===== src/rtl/mf_frame_sequencer.sv =====
// mf_frame_sequencer
//   Cuts a free-running paired ADC/DAC IQ sample stream into FFT_LEN-sample
//   frames, one frame per accepted chirp trigger, and forwards them to the
//   matched-filter correlator with first/last markers and a 64-bit frame ID.
//   Limits frames in flight until peak results return, recovers lost results
//   with a watchdog and counts rejected triggers.
//
// Ports
//   aclk, areset           clock, synchronous active-high reset
//   enable, trigger        frame start permission (level) and chirp pulse
//   timeout_cycles         result watchdog limit, 0 disables it
//   s_adc/dac_tdata,
//   s_tvalid, s_tready     upstream sample pair stream
//   m_adc/dac_tdata,
//   m_tvalid, m_tlast,
//   m_first, m_tready      framed stream to the correlator
//   m_counter_id           ID of the frame currently being issued
//   result_done            peak result accepted downstream
//   busy, outstanding      FSM not idle, frames awaiting a result
//   drop_count,
//   timeout_count,
//   timeout_pulse          saturating status counters and expiry strobe

module mf_frame_sequencer #(
   parameter int unsigned FFT_LEN         = 4096,
   parameter int unsigned MAX_OUTSTANDING = 2,
   parameter int unsigned CNT_WIDTH       = 32
) (
   input  logic                 aclk,
   input  logic                 areset,
   input  logic                 enable,
   input  logic                 trigger,
   input  logic [31:0]          timeout_cycles,
   input  logic [31:0]          s_adc_tdata,
   input  logic [31:0]          s_dac_tdata,
   input  logic                 s_tvalid,
   output logic                 s_tready,
   output logic [31:0]          m_adc_tdata,
   output logic [31:0]          m_dac_tdata,
   output logic                 m_tvalid,
   output logic                 m_tlast,
   output logic                 m_first,
   input  logic                 m_tready,
   output logic [63:0]          m_counter_id,
   input  logic                 result_done,
   output logic                 busy,
   output logic [3:0]           outstanding,
   output logic [CNT_WIDTH-1:0] drop_count,
   output logic [CNT_WIDTH-1:0] timeout_count,
   output logic                 timeout_pulse
);

   localparam int unsigned BW = $clog2(FFT_LEN);

   typedef enum logic [1:0] {
      ST_IDLE,
      ST_STREAM,
      ST_WAIT_RESULT
   } state_t;

   state_t               r_state;
   logic [BW-1:0]        r_beat;
   logic [31:0]          r_wdog;
   logic [3:0]           r_out;
   logic [63:0]          r_id;
   logic [CNT_WIDTH-1:0] r_drop;
   logic [CNT_WIDTH-1:0] r_tocnt;
   logic                 r_tpulse;

   logic                 w_in_stream;
   logic                 w_xfer;
   logic                 w_last_beat;
   logic                 w_last_xfer;
   logic                 w_start;
   logic                 w_drop;
   logic                 w_expire;
   logic                 w_dec;
   logic [3:0]           w_out_next;

   assign w_in_stream = (r_state == ST_STREAM);
   assign w_xfer      = w_in_stream & s_tvalid & m_tready;
   assign w_last_beat = (r_beat == BW'(FFT_LEN - 1));
   assign w_last_xfer = w_xfer & w_last_beat;
   assign w_start     = (r_state == ST_IDLE) & trigger & enable &
                        (r_out < 4'(MAX_OUTSTANDING));
   // Any trigger that does not start a frame is a drop, whatever the state.
   assign w_drop      = trigger & ~w_start;
   assign w_expire    = (r_state == ST_WAIT_RESULT) & (timeout_cycles != '0) &
                        (r_wdog == timeout_cycles - 32'd1);
   // A result with nothing in flight is ignored so the count cannot underflow.
   assign w_dec       = result_done & (r_out != '0);

   // Frames-in-flight update; the frame-end state choice looks at this value
   // so a coincident result_done is already accounted for.
   always_comb begin
      w_out_next = r_out;
      if (w_expire)
         w_out_next = '0;
      else if (w_last_xfer && !w_dec)
         w_out_next = r_out + 4'd1;
      else if (!w_last_xfer && w_dec)
         w_out_next = r_out - 4'd1;
   end

   always_ff @(posedge aclk) begin
      if (areset) begin
         r_state  <= ST_IDLE;
         r_beat   <= '0;
         r_wdog   <= '0;
         r_out    <= '0;
         r_id     <= '0;
         r_drop   <= '0;
         r_tocnt  <= '0;
         r_tpulse <= 1'b0;
      end else begin
         r_tpulse <= 1'b0;
         r_out    <= w_out_next;
         if (w_drop && (r_drop != '1))
            r_drop <= r_drop + CNT_WIDTH'(1);

         case (r_state)
            ST_IDLE: begin
               r_wdog <= '0;
               if (w_start) begin
                  r_state <= ST_STREAM;
                  r_beat  <= '0;
               end
            end

            ST_STREAM: begin
               if (w_xfer) begin
                  if (w_last_beat) begin
                     r_beat  <= '0;
                     // ID advances after the last beat so it is stable for the frame.
                     r_id    <= r_id + 64'd1;
                     r_state <= (w_out_next == 4'(MAX_OUTSTANDING)) ?
                                ST_WAIT_RESULT : ST_IDLE;
                  end else begin
                     r_beat <= r_beat + BW'(1);
                  end
               end
            end

            ST_WAIT_RESULT: begin
               r_wdog <= r_wdog + 32'd1;
               if (w_expire) begin
                  r_tpulse <= 1'b1;
                  if (r_tocnt != '1)
                     r_tocnt <= r_tocnt + CNT_WIDTH'(1);
                  r_state  <= ST_IDLE;
                  r_wdog   <= '0;
               end else if (result_done) begin
                  r_state <= ST_IDLE;
                  r_wdog  <= '0;
               end
            end

            default: r_state <= ST_IDLE;
         endcase
      end
   end

   // Zero-latency pass-through while streaming; otherwise samples are sunk.
   assign s_tready      = w_in_stream ? m_tready : 1'b1;
   assign m_adc_tdata   = s_adc_tdata;
   assign m_dac_tdata   = s_dac_tdata;
   assign m_tvalid      = w_in_stream & s_tvalid;
   assign m_first       = w_in_stream & (r_beat == '0);
   assign m_tlast       = w_in_stream & w_last_beat;
   assign m_counter_id  = r_id;
   assign busy          = (r_state != ST_IDLE);
   assign outstanding   = r_out;
   assign drop_count    = r_drop;
   assign timeout_count = r_tocnt;
   assign timeout_pulse = r_tpulse;

endmodule

===== config.mk =====
export PLATFORM = sky130hd
export DESIGN_NAME = mf_frame_sequencer
export DESIGN_NICKNAME = d
export VERILOG_FILES = /design/src/rtl/mf_frame_sequencer.sv
export SDC_FILE = /design/constraint.sdc
export NUM_CORES = 1
export LEC_CHECK = 0
export BUFFER_PORTS_ARGS = -buffer_cell sky130_fd_sc_hd__buf_4
export CORE_MARGIN = 2
export CORE_UTILIZATION = 40
export DETAILED_ROUTE_END_ITERATION = 6
export GPL_TIMING_DRIVEN = 0
export HOLD_SLACK_MARGIN = 0.15
export PLACE_DENSITY = 0.68
export SYNTH_ARGS = -nofsm -noshare
export SYNTH_HDL_FRONTEND = slang
export SYNTH_SLANG_ARGS = --single-unit

===== constraint.sdc =====
create_clock -name aclk -period 4.29 [get_ports aclk]
set_input_delay 0.2145 -clock aclk [delete_from_list [all_inputs] [get_ports aclk]]
set_output_delay 0.2145 -clock aclk [all_outputs]
set_load 0.01 [all_outputs]

==> Word level (Yosys, flattened, before mapping) <==
Cells that the tools add are included.
{ "word_totals": {"ff_bits": 179, "out_inout_bits": 202} }
{ "classes": {"addsub": 8, "order_cmp": 1, "n_eq_ne": 11, "mux": 19, "bitwise_logic": 14, "n_reduce_logical": 17} }
{ "ops": {"columns": ["op", "n"], "rows": [
  ["adder 32 x 1 -> 32 bit, second input constant", 3],
  ["adder 64 x 1 -> 64 bit, second input constant", 1],
  ["2-to-1 mux 32 bit", 2],
  ["!= test 32 bit, second input constant", 2],
  ["one-hot mux 32 bit (2 select lines)", 1],
  ["2-to-1 mux 12 bit", 3],
  ["== test 32 bit", 1],
  ["nonzero test 32 bit", 1],
  ["subtractor 32 x 1 -> 32 bit, second input constant", 1],
  ["one-hot mux 12 bit (2 select lines)", 1],
  ["adder 12 x 1 -> 12 bit, second input constant", 1],
  ["AND 1 bit", 12],
  ["== test 12 bit, second input constant", 1],
  ["logical NOT 12 bit", 1],
  ["2-to-1 mux 2 bit", 6],
  ["2-to-1 mux 4 bit", 3],
  ["AND reduction 3 bit", 3],
  ["one-hot mux 2 bit (3 select lines)", 1],
  ["nonzero test 2 bit", 3],
  ["adder 4 x 1 -> 4 bit, second input constant", 1],
  ["== test 4 x 2 -> 1 bit, second input constant", 1],
  ["< comparator 4 x 2 -> 1 bit, second input constant", 1],
  ["!= test 2 x 1 -> 1 bit, second input constant", 2],
  ["AND reduction 4 bit", 1],
  ["other kinds (12)", 17]
]} }

==> Longest topological paths before layout <==
{ "logic_depth": {"ltp_word": 14, "ltp_mapped": 13, "mapped_depth_nobuf": 11} }

==> Least setup slack after synthesis <==
Ideal clock, no wire load.
{ "synth_timing": {"path_kind": "input to register", "start": "input timeout_cycles[0]", "end": "register r_tocnt[20] (netlist: timeout_count[20])", "setup_ps": 121, "t_arrival_ps": 3666, "required_ps": 4169, "setup_slack_ps": 503, "path_stages": 13, "n_path_buf": 2, "cell_sequence": "inv_1 -> ha_1 -> or3b_2 -> buf_2 -> nor4_2 -> and4_1 -> xor2_1 -> or4b_1 -> nor4_4 -> nand3_2 -> buf_2 -> nor4b_1 -> mux2_2"} }
{ "synth_via": {"elab_chain_cells": 4, "word_cells_on_any_way": 6} }
{ "synth_rtl": {"columns": ["item", "line_no", "rtl"], "rows": [
  ["start, declared", "33", "input logic [31:0] timeout_cycles,"],
  ["subtractor 32 x 1 -> 32 bit / nonzero test 32 bit (equally long branches)", "89, 88", null],
  ["== test 32 bit / AND 1 bit (equally long branches)", "89, 88", null],
  ["AND 1 bit (*)", "88", "assign w_expire = (r_state == ST_WAIT_RESULT) & (timeout_cycles != '0) &"],
  ["AND reduction 3 bit (no line) (*)", null, null],
  ["end signal, assigned", "149", "r_tocnt <= r_tocnt + CNT_WIDTH'(1);"],
  ["end, declared", "67", "logic [CNT_WIDTH-1:0] r_tocnt;"]
]} }
Every way passes the cells marked *; elsewhere a longest branch is shown, timed or not.
A chain may end at the register's enable or synchronous reset.

==> Final worst setup path <==
Ends and elaborated chain as after synthesis.

==> results summary <==
The clock passes through at most 2 buffers. The die is ~160 um wide. In the detailed route, the total length drawn on met2 is about 13,000 um.

The critical hold path startpoint is timeout_cycles[17]. The global router's overall resource usage came out at 0.202. From bottom edge to top edge, the die measures between 150 and 200 um.

The flip-flop and latch area came out at 3580 um^2. In this run the power density over the cells is roughly 270 nW/um^2. In this run the clock root is driven by a sky130_fd_sc_hd__clkbuf_16. The share of layout cells above drive strength 1 is 0.238. The setup slack of the most critical reg-to-reg path is approximately 0.34 ns. The clock latency of the later-clocked register in the worst-skew pair came out at 0.43 ns. The number of storage elements in the synthesis netlist came out at around 180.

The run finished with clean final reports. The half-perimeter wire length of the detailed placement result is ~22,000 um. The count of buffers inserted at the top-level ports came out at roughly 240.

The achievable frequency came out at between 0.2 and 0.3 GHz. The path class of the tightest hold or removal check is input pin to register. The final weighted congestion in routability-driven placement is 0.893. The DRC violation total after the first TritonRoute iteration is ~550. The arrival time reported for the critical path endpoint is around 4.3 ns. In the routed design, unresolved DRC markers number 0. The mapped netlist covers slightly above 10,000 um^2.

The number of warnings issued by yosys came out at 0. The number of hold-slack violations in the final timing report came to 0. The number of instances in the synthesized netlist came out at around 1,300.

The final-layout setup total negative slack is 0 ns. The cell depth of the worst min-delay path is 4. The final worst clock skew is roughly 0.015 ns. The reported max-cap violation count came out at 0. The total wire length after detailed routing came out at 28,700 um. The worst setup path is captured at a register. The area taken by multi-input logic gates came out at between 5000 and 6000 um^2.

The wire length of the first global-routing pass is roughly 45,000 um. The number of synthesized flops with an enable pin is 0. The area fraction of the dominant cell type after synthesis is 0.347. The critical path in this run is classified as input pin to register. For this run, the register share of the synthesized area comes to 0.347. The final worst-path setup slack is 0.321 ns. TritonCTS built the clock tree.

The relative area change from synthesis to final layout is 27.2%. The floorplan step defined a die boundary enclosing about 27,000 um^2. The path with the worst hold slack has its endpoint at timeout_pulse. The H-tree was split into 4 levels. The headroom to the max-slew limit is 0.251.

The via count came out at 10,100. The top layer used by detailed routing is met4. The leakage power of the design is between 5 and 6 nW. The layout net count is roughly 1,700. Entering global routing, the biggest net connects 19 pins. The number of clock sinks is approximately 180.

The placeable core region is approximately 25,000 um^2. sky130_fd_sc_hd__dfxtp_1 takes more of the synthesized area than any other cell. The via count of the first global-routing pass came to 8,872. In this run, distinct cell masters in the synthesized netlist total 68.

The number of clock buffers inserted by TritonCTS came out at 17. Yosys instantiated no cell more often than sky130_fd_sc_hd__dfxtp_1. The post-route antenna net violation count is 0. The startpoint class of the critical path is an input pin. At the placement stage, the worst setup path has a slack of -0.289 ns. Counting flops with an async set or reset pin after synthesis yields a share of 0. The capture instance of the worst register-to-register path is timeout_count[30]. The synthesized area per cell is 7.98 um^2. Setup violations remaining at the end of the flow were counted as 0.

The total overflow left after global routing is 0. The path depth of the worst reg2reg path came out at 10. By area the synthesized netlist is led by sky130_fd_sc_hd__dfxtp_1 (35%), sky130_fd_sc_hd__xor2_1 (8.4%), sky130_fd_sc_hd__nor2_1 (5.5%). Setup repair after global routing left no endpoint under its margin. The number of inserted filler cells in the final layout came out at approximately 2,400.

The minimum period implied by the final worst setup slack is 3.97 ns. Before antenna repair, the detailed router went through 5 iterations. The worst stage delay on the critical path is approximately 0.53 ns.

The maximum vdd drop came out at between 0.2 and 0.25 mV. The via-per-instance ratio came out at roughly 5.3. The slowest stage of the critical path is the sky130_fd_sc_hd__or4b_1 cell. The flip-flop cell with the highest count after synthesis is sky130_fd_sc_hd__dfxtp_1. The initial core utilization is 0.409. The number of antenna violations at the first check in global routing was 0. Sorting the synthesized cells by how often they occur yields sky130_fd_sc_hd__dfxtp_1 (179), sky130_fd_sc_hd__nor2_1 (152), sky130_fd_sc_hd__nand2_1 (121).

For this design the top-level I/O count stands at 305. The startpoint identified for the worst register-to-register timing path is timeout_count[3]. The net count after synthesis is roughly 1,400. The average wire length per cell after detail routing came out at 15.1 um. The number of antenna diodes in the final layout is 0.

The slew at the pin with the worst max-slew slack came out at between 1 and 1.5 ns. Clock-pin slew was measured on the worst setup and hold paths at 0.07 ns. The final count of pins violating max slew was 0.

In this run the worst path has a maximum fanout of 10. The amount of wire on met3 after detailed routing came out at 2050 um. The total number of placement rows is 58. The signal on the critical path passes through buf_4 -> inv_1 -> ha_1 -> or3b_2 -> buf_2 -> nor4_4 -> and4_1 -> xor2_1 -> or4b_1 -> nor4_4 -> nand3_2 -> buf_2 -> nor4b_1 -> mux2_2. The portion of the clock cycle consumed by the worst path in the final layout came out at 0.925. The worst hold slack came out at 0.289 ns.

The endpoint required time on the critical path is ~4.6 ns. The post-route met1 wirelength came out at 12,700 um.
==> power breakdown <==
group,total (W),switching [W],internal [W]
registers,0.00167,0.00000519,0.00166
logic,0.000298,0.000152,0.000146
clock network,0.00156,0.000731,0.000833
==> worst max-delay path by stage <==
| stage | startpoint | to | slack (ns) | cells after the start |
|---|---|---|---|---|
| after CTS | timeout_cycles[0] | timeout_count[20] | 0.16 | 14 |
| after detailed placement | timeout_cycles[0] | timeout_count[20] | -0.29 | 14 |
| after floorplan | timeout_cycles[0] | timeout_count[20] | 0.50 | 13 |
| after global placement | timeout_cycles[0] | timeout_count[20] | -0.19 | 14 |
| after global routing | timeout_count[3] | timeout_count[26] | 0.006 | 10 |
| final | timeout_cycles[0] | timeout_count[20] | 0.32 | 14 |
==> stage by stage <==
stage	area (um^2)	instances	power, W	util
global route	13100	1895	0.00368	0.520
global placement	12500	1861	0.00200	0.496
finish	13100	1895	0.00353	0.520
floorplan	10300	1295	0.00187	-
CTS	13100	1895	0.00358	0.520
detailed placement	12500	1861	0.00200	0.496
==> placed cells by master (no fill, tap or decap), drive strengths merged, types with 4 or more instances in the layout <==
cell,instances
or4b,5
nand4,54
xnor2,50
or4,11
nand2,121
or2,4
clkbuf,62
ha,10
or3,30
nor2,152
nand3,82
o31ai,8
and2,18
and4,16
o311ai,10
inv,38
nor4b,6
o21ai,50
mux2,9
a31o,4
and3,42
nand2b,11
nor3,26
a211oi,4
nor2b,12
mux2i,5
buf,310
dfxtp,179
a31oi,6
a21o,4
a21oi,52
xor2,99
nor4,31
==> routing by layer <==
layer	track usage	up-vias
li1	-	5028
met1	0.266	4736
met2	0.331	323
met3	0.0465	40
met4	0.0597	0
met5	0	-
==> logic make-up (layout without fill, tap and decap cells) <==
| logic type | count (synthesis) | after routing | share of synthesized area |
|---|---|---|---|
| AO/OA/AOI/OAI | 161 | 161 | 0.0959 |
| XOR/XNOR | 149 | 149 | 0.126 |
| adder cells (fa/ha/maj) | 10 | 10 | 0.0121 |
| buffers and inverters | 147 | 417 | 0.0788 |
| flip-flops | 179 | 179 | 0.347 |
| multiplexers | 14 | 14 | 0.0146 |
| AND/OR/NAND/NOR | 635 | 635 | 0.326 |
==> critical path: cells and delay by family <==
kind,cells,cell delay (ns)
AND/OR/NAND/NOR,7,2.73
buffers and inverters,4,0.62
multiplexers,1,0.37
adder cells (fa/ha/maj),1,0.26
XOR/XNOR,1,0.07
==> flip-flops by register name, indices dropped and copies added, names as in the netlist <==
signal	flops
drop_count	32
m_counter_id	64
outstanding	4
r_beat	12
r_state	2
r_wdog	32
timeout_count	32
timeout_pulse	1
==> layout make-up <==
type / instances / area share
sequential: 179 / 0.273
multi-input combinational: 969 / 0.453
clock buffer: 18 / 0.0327
clock inverter: 14 / 0.0121
tap: 330 / 0.0314
inverter: 29 / 0.00828
buffer: 118 / 0.0537
timing repair buffer: 238 / 0.136
==> repair_timing <==
item | CTS | global route
gates resized for setup | 0 | 2
hold endpoints to repair | 2 | 0
setup endpoints to repair | 0 | 4
hold buffers | 2 | 0
setup buffers | 0 | 0
Note: power is estimated with default switching activity, not from simulation.
